--- src/rtl/water_lamp_pkg.sv ---
// Shared types and helpers for the multi-mode water lamp.
package water_lamp_pkg;

  localparam int unsigned MaxLedNum = 32;

  typedef enum logic [1:0] {
    ROT_L     = 2'd0,
    ROT_R     = 2'd1,
    PING_PONG = 2'd2,
    FILL      = 2'd3
  } lamp_mode_e;

  typedef enum logic {
    DIR_LEFT  = 1'b0,
    DIR_RIGHT = 1'b1
  } lamp_dir_e;

  // Starting pattern of each mode; only ROT_R begins at the MSB end.
  function automatic logic [MaxLedNum-1:0] init_pattern(lamp_mode_e mode, int unsigned led_num);
    logic [MaxLedNum-1:0] pat;
    pat = '0;
    if (mode == ROT_R) begin
      pat = {{(MaxLedNum-1){1'b0}}, 1'b1} << (led_num - 1);
    end else begin
      pat = {{(MaxLedNum-1){1'b0}}, 1'b1};
    end
    return pat;
  endfunction

endpackage

--- src/rtl/step_prescaler.sv ---
// Free-running step prescaler: tick marks the last cycle of each STEP_CYCLES period.
module step_prescaler #(
  parameter int unsigned STEP_CYCLES = 25_000_000
) (
  input  logic clk_50mhz,
  input  logic rst,
  input  logic en,
  input  logic clr,
  output logic tick
);

  localparam int unsigned CntW = (STEP_CYCLES > 1) ? $clog2(STEP_CYCLES) : 1;
  localparam logic [CntW-1:0] LastCnt = CntW'(STEP_CYCLES - 1);

  logic [CntW-1:0] count_q, count_d;

  assign tick = en && (count_q == LastCnt);

  always_comb begin
    count_d = count_q;
    if (clr || tick) begin
      count_d = '0;
    end else if (en) begin
      count_d = count_q + CntW'(1);
    end
  end

  always_ff @(posedge clk_50mhz) begin
    if (rst) begin
      count_q <= '0;
    end else begin
      count_q <= count_d;
    end
  end

endmodule

--- src/rtl/water_lamp_multi_mode.sv ---
// Multi-mode water lamp: rotate left/right, ping-pong and fill patterns over LED_NUM LEDs,
// advanced once per prescaler period, with pause, clean mode switching and polarity select.
module water_lamp_multi_mode
  import water_lamp_pkg::*;
#(
  parameter int unsigned LED_NUM        = 4,
  parameter int unsigned STEP_CYCLES    = 25_000_000,
  parameter bit          LED_ACTIVE_LOW = 1'b0
) (
  input  logic               clk_50mhz,
  input  logic               rst,
  input  logic               en,
  input  logic [1:0]         mode,
  output logic [LED_NUM-1:0] led_out,
  output logic               step_pulse
);

  localparam logic [LED_NUM-1:0] PolMask      = {LED_NUM{LED_ACTIVE_LOW}};
  localparam logic [LED_NUM-1:0] ResetPattern = LED_NUM'(init_pattern(ROT_L, LED_NUM));

  lamp_mode_e         mode_in;
  lamp_mode_e         mode_q, mode_d;
  lamp_dir_e          dir_q, dir_d;
  logic [LED_NUM-1:0] pattern_q, pattern_d;
  logic [LED_NUM-1:0] led_q;
  logic [LED_NUM-1:0] shifted;
  logic               step_pulse_q, step_d;
  logic               mode_change;
  logic               tick;

  assign mode_in     = lamp_mode_e'(mode);
  assign mode_change = (mode_in != mode_q);

  // A mode change clears the prescaler so the new pattern gets a full first step.
  step_prescaler #(
    .STEP_CYCLES(STEP_CYCLES)
  ) u_prescaler (
    .clk_50mhz(clk_50mhz),
    .rst      (rst),
    .en       (en),
    .clr      (mode_change),
    .tick     (tick)
  );

  always_comb begin
    mode_d    = mode_q;
    pattern_d = pattern_q;
    dir_d     = dir_q;
    step_d    = 1'b0;
    shifted   = '0;
    if (mode_change) begin
      // Overrides a coincident tick: that step is dropped and no strobe is raised.
      mode_d    = mode_in;
      pattern_d = LED_NUM'(init_pattern(mode_in, LED_NUM));
      dir_d     = DIR_LEFT;
    end else if (tick) begin
      step_d = 1'b1;
      unique case (mode_q)
        ROT_L: pattern_d = {pattern_q[LED_NUM-2:0], pattern_q[LED_NUM-1]};
        ROT_R: pattern_d = {pattern_q[0], pattern_q[LED_NUM-1:1]};
        PING_PONG: begin
          // Turn around on the step that lands on an end, so the end LED shows once.
          if (dir_q == DIR_LEFT) begin
            shifted = pattern_q << 1;
            if (shifted[LED_NUM-1]) dir_d = DIR_RIGHT;
          end else begin
            shifted = pattern_q >> 1;
            if (shifted[0]) dir_d = DIR_LEFT;
          end
          pattern_d = shifted;
        end
        FILL: begin
          if (&pattern_q) begin
            pattern_d = '0;
          end else begin
            pattern_d = {pattern_q[LED_NUM-2:0], 1'b1};
          end
        end
      endcase
    end
  end

  always_ff @(posedge clk_50mhz) begin
    if (rst) begin
      mode_q       <= ROT_L;
      pattern_q    <= ResetPattern;
      dir_q        <= DIR_LEFT;
      step_pulse_q <= 1'b0;
      led_q        <= ResetPattern ^ PolMask;
    end else begin
      mode_q       <= mode_d;
      pattern_q    <= pattern_d;
      dir_q        <= dir_d;
      step_pulse_q <= step_d;
      led_q        <= pattern_d ^ PolMask;
    end
  end

  assign led_out    = led_q;
  assign step_pulse = step_pulse_q;

  // Only FILL may show an empty or multi-LED pattern.
  assert property (@(posedge clk_50mhz) disable iff (rst)
                   (mode_q != FILL) |-> $onehot(pattern_q));

endmodule

--- config.mk ---
export PLATFORM = sky130hd
export DESIGN_NAME = water_lamp_multi_mode
export DESIGN_NICKNAME = d
export VERILOG_FILES = /design/src/rtl/water_lamp_pkg.sv /design/src/rtl/step_prescaler.sv /design/src/rtl/water_lamp_multi_mode.sv
export SDC_FILE = /design/constraint.sdc
export NUM_CORES = 1
export LEC_CHECK = 0
export CAP_MARGIN = 15
export CORE_MARGIN = 2
export CORE_UTILIZATION = 58
export DETAILED_ROUTE_END_ITERATION = 8
export GPL_TIMING_DRIVEN = 0
export HOLD_SLACK_MARGIN = 0.12
export PLACE_DENSITY = 0.78
export RECOVER_POWER = 50
export SLEW_MARGIN = 20
export SYNTH_ARGS = -nofsm -noshare
export SYNTH_HDL_FRONTEND = slang
export SYNTH_SLANG_ARGS = --single-unit
--- constraint.sdc ---
create_clock -name clk_50mhz -period 2.25 [get_ports clk_50mhz]
set_input_delay 0.5625 -clock clk_50mhz [delete_from_list [all_inputs] [get_ports clk_50mhz]]
set_output_delay 0.5625 -clock clk_50mhz [all_outputs]
set_load 0.01 [all_outputs]
==> flow_summary.toml <==
[timing]
slew_headroom_pct = 69.0
period_minus_slack_ns = 2.01
hold_viol_final = 0
whs_ns = 0.535
worst_pin_slew_ns = 0.461
tns_ns = 0
fmax_mhz = 498
setup_violations = 0
drv_slew = 0
fin_crit_sh_pct = 89.3
skew_ns = 0.00585
rsz0062_at_grt = "false"
layout_setup_ws_ns = 0.241

[global_route]
grt_start_max_net_pins = 11
grtUsageMet3_pct = 6.80
grt_pass1_wl_mm = 5.36
met1_usage_pct = 26.2
grt_pass1_vias = 1215
grt_use_met2_pct = 35.8
top_usage_layer = "met2"
antenna_found_initial = 0
overflow = 0
track_usage_pct = 21.7

[final_layout]
drive_gt1_share_pct = 8.04
antennaDiodeCount = 0
finalNonFillerCells = 230
fin_area_um2 = 1810
layout_common_cells = "nor2_1 (33), dfxtp_1 (33), xor2_1 (17)"
syn2layout_area_growth_pct = 11.2
fin_util_pct = 66.9
nNetsFinal = 204

[worst_hold_path]
worstHoldEndpoint = "u_prescaler.count_q[4]"
hold_path_class = "flip-flop to flip-flop"
hold_depth = 2
hold_start = "u_prescaler.count_q[4]"

[logic_synthesis]
synth_mux_area_share_pct = 1.84
avgSynthCellArea_um2 = 8.96
netlist_area_um2 = 1630
synth_cells = 182
synth-adder-area-share_pct = 0.767
ys_ff_latch = 33
synth_top_family_by_area = "simple AND/OR/NAND/NOR gates"
synth-simple-area-share_pct = 30.0
yosysWarnings = 0
synth_xor_area_share_pct = 14.0
synth_compound_area_share_pct = 8.75
synthDistinctLibCells = 38
syn_nets = 188
seq_area_frac_synth_pct = 40.5

[floorplan]
die_x_um = 57.0
fp-row-count = 19
dieArea_um2 = 3250
initial_core_util_pct = 60.2
core_area_um2 = 2710
dieHeight_um = 57.0
io_pins = 10

[worst_setup_path]
critPathRequiredTime_ns = 1.69
startpoint_type = "flip-flop"
crit_type = "flip-flop to output pin"
cp.arrival_ns = 1.45
cp_slowest_cell = "dlygate4sd3_1"
cp_top_family = "buffers and inverters"
cpPeakStageDelay_ns = 0.65
critPathMaxFanout = 8
path_cells = "dlygate4sd3_1"
r2r_start = "u_prescaler.count_q[7]"
r2r_setup_slack_ns = 0.25
crit_path_end_kind = "output pin"
path_buf_inv = 1
r2r_end = "u_prescaler.count_q[20]"
reg2reg_depth = 6

[placement]
placed_cell_area_um2 = 1760
pre_cts_ws_ns = -0.363
port-buffer-count = 9
post-place-cells = 222
hpwl_mm = 2.17
gp_congestion = 0.949

[detailed_routing]
vias = 1327
drtIter0Drc = 56
drc = 0
firstDrtPassIters = 4
ant_nets = 0
totalWireLength_mm = 3.11
post_drt_wl_per_cell_um = 13.5
viasPerCell = 5.77

[clock_network]
cts_buffers = 5
cts_sinks = 33
cts_tree = "built"
clkLatencyLatePin_ns = 0.33
htree_levels = 2
postCtsSetupBuffers = 0
path_clk_slew_ns = 0.09
cts_root_buffer = "clkbuf_4"
ctsHoldBuffers = 0
clk_path_buf_depth = 2

[pwr]
irDropWorstVdd_v = 0.000474
powerDensity_nw_per_um2 = 541
swShare_pct = 23.6
pwr-share-comb_pct = 7.6
finalPower_mw = 0.980
p_leak_nw = 0.643
clkPwrFrac_pct = 31.4
intPower_mw = 0.749
p_switching_mw = 0.231
seqPwrFrac_pct = 61.0

[run]
timing.max_cap.violations = 0

[outcome]
outcome = "complete, no violations"
==> tightest hold or removal path: stages (launching register included) <==
cell and delay [ns]:
dfxtp_1 0.36, xor2_1 0.08, nor2_1 0.07
==> layer usage <==
layer,vias to the layer above,share of wire [%]
met5,-,0
met4,0,0.80
met3,4,4.9
met2,31,49
met1,617,46
li1,675,-
==> cells in the mapped netlist <==
library cell,count,area [um^2]
nand3b_1,2,15.0
a21oi_1,3,15.0
a31o_2,1,8.76
o2bb2ai_1,1,8.76
ha_1,1,12.5
mux2i_1,3,30.0
o32a_1,1,10.0
a211o_1,1,8.76
buf_8,2,30.0
a221oi_1,1,8.76
inv_1,5,18.8
nand2_1,10,37.5
nor4_4,2,42.5
nor2b_1,3,18.8
a21o_1,1,7.51
nand4_1,10,62.6
o2111ai_1,1,8.76
a32o_1,1,10.0
a41oi_1,1,8.76
nor4b_2,2,30.0
and3_1,4,25.0
or4_4,1,11.3
o21ai_0,4,20.0
o31ai_1,1,7.51
nor3_1,1,5.00
nor4_1,2,12.5
or3_1,1,6.26
nand3_2,1,10.0
a31oi_1,2,12.5
xnor2_1,9,78.8
nor2_1,33,124
clkbuf_1,5,18.8
and4_1,2,17.5
xor2_1,17,149
nand2_4,1,11.3
o211ai_1,1,7.51
dfxtp_1,33,661
nand3_1,12,60.1
==> registers in the layout, indices dropped and copies added (netlist names) <==
signal and flops:
dir_q 1, u_prescaler.count_q 25, step_pulse 1, mode_q 2
led_out 4
==> worst max path at each step <==
stage,from,to,slack (ns),cells past startpoint
floorplan,en,u_prescaler.count_q[24],0.46,6
global placement,en,led_out[2],-0.31,6
detailed placement,en,u_prescaler.count_q[20],-0.36,7
CTS,en,u_prescaler.count_q[20],0.01,7
global route,u_prescaler.count_q[7],u_prescaler.count_q[13],0.15,6
finish,led_out[2],led_out[2],0.24,1
==> repair_timing <==
| item | in CTS | in global routing |
|---|---|---|
| endpoints found under the hold margin | 0 | 0 |
| resized for setup | 1 | 2 |
| gates cloned | 0 | 0 |
| pin swaps | 0 | 0 |
| setup endpoints to repair | 2 | 22 |
==> area by class of cell <==
cell class / count / area [um^2]
plain buffers: 7 / 48.8
clock buffers: 8 / 48.8
fillers: 241 / 897
inverters: 5 / 18.8
multi-input cells: 137 / 905
flip-flops and latches: 33 / 661
well taps: 31 / 38.8
repair buffers: 9 / 92.6
==> cells by family (layout without fill, tap and decap cells) <==
family          after synthesis  in the layout
flops                        33             33
buf+inv                      12             29
compound gates               20             20
simple gates                 87             87
xor+xnor                     26             26
fa+ha+maj                     1              1
mux                           3              3
==> power by group through the flow <==
stage               Clock (mW)  Combinational, mW  Sequential (mW)
floorplan                    0             0.0490            0.611
global placement             0             0.0744            0.610
detailed placement           0             0.0759            0.611
CTS                      0.320             0.0763            0.597
global route             0.344             0.0824            0.599
finish                   0.308             0.0744            0.598
Note: power is estimated with default switching activity, not from simulation.
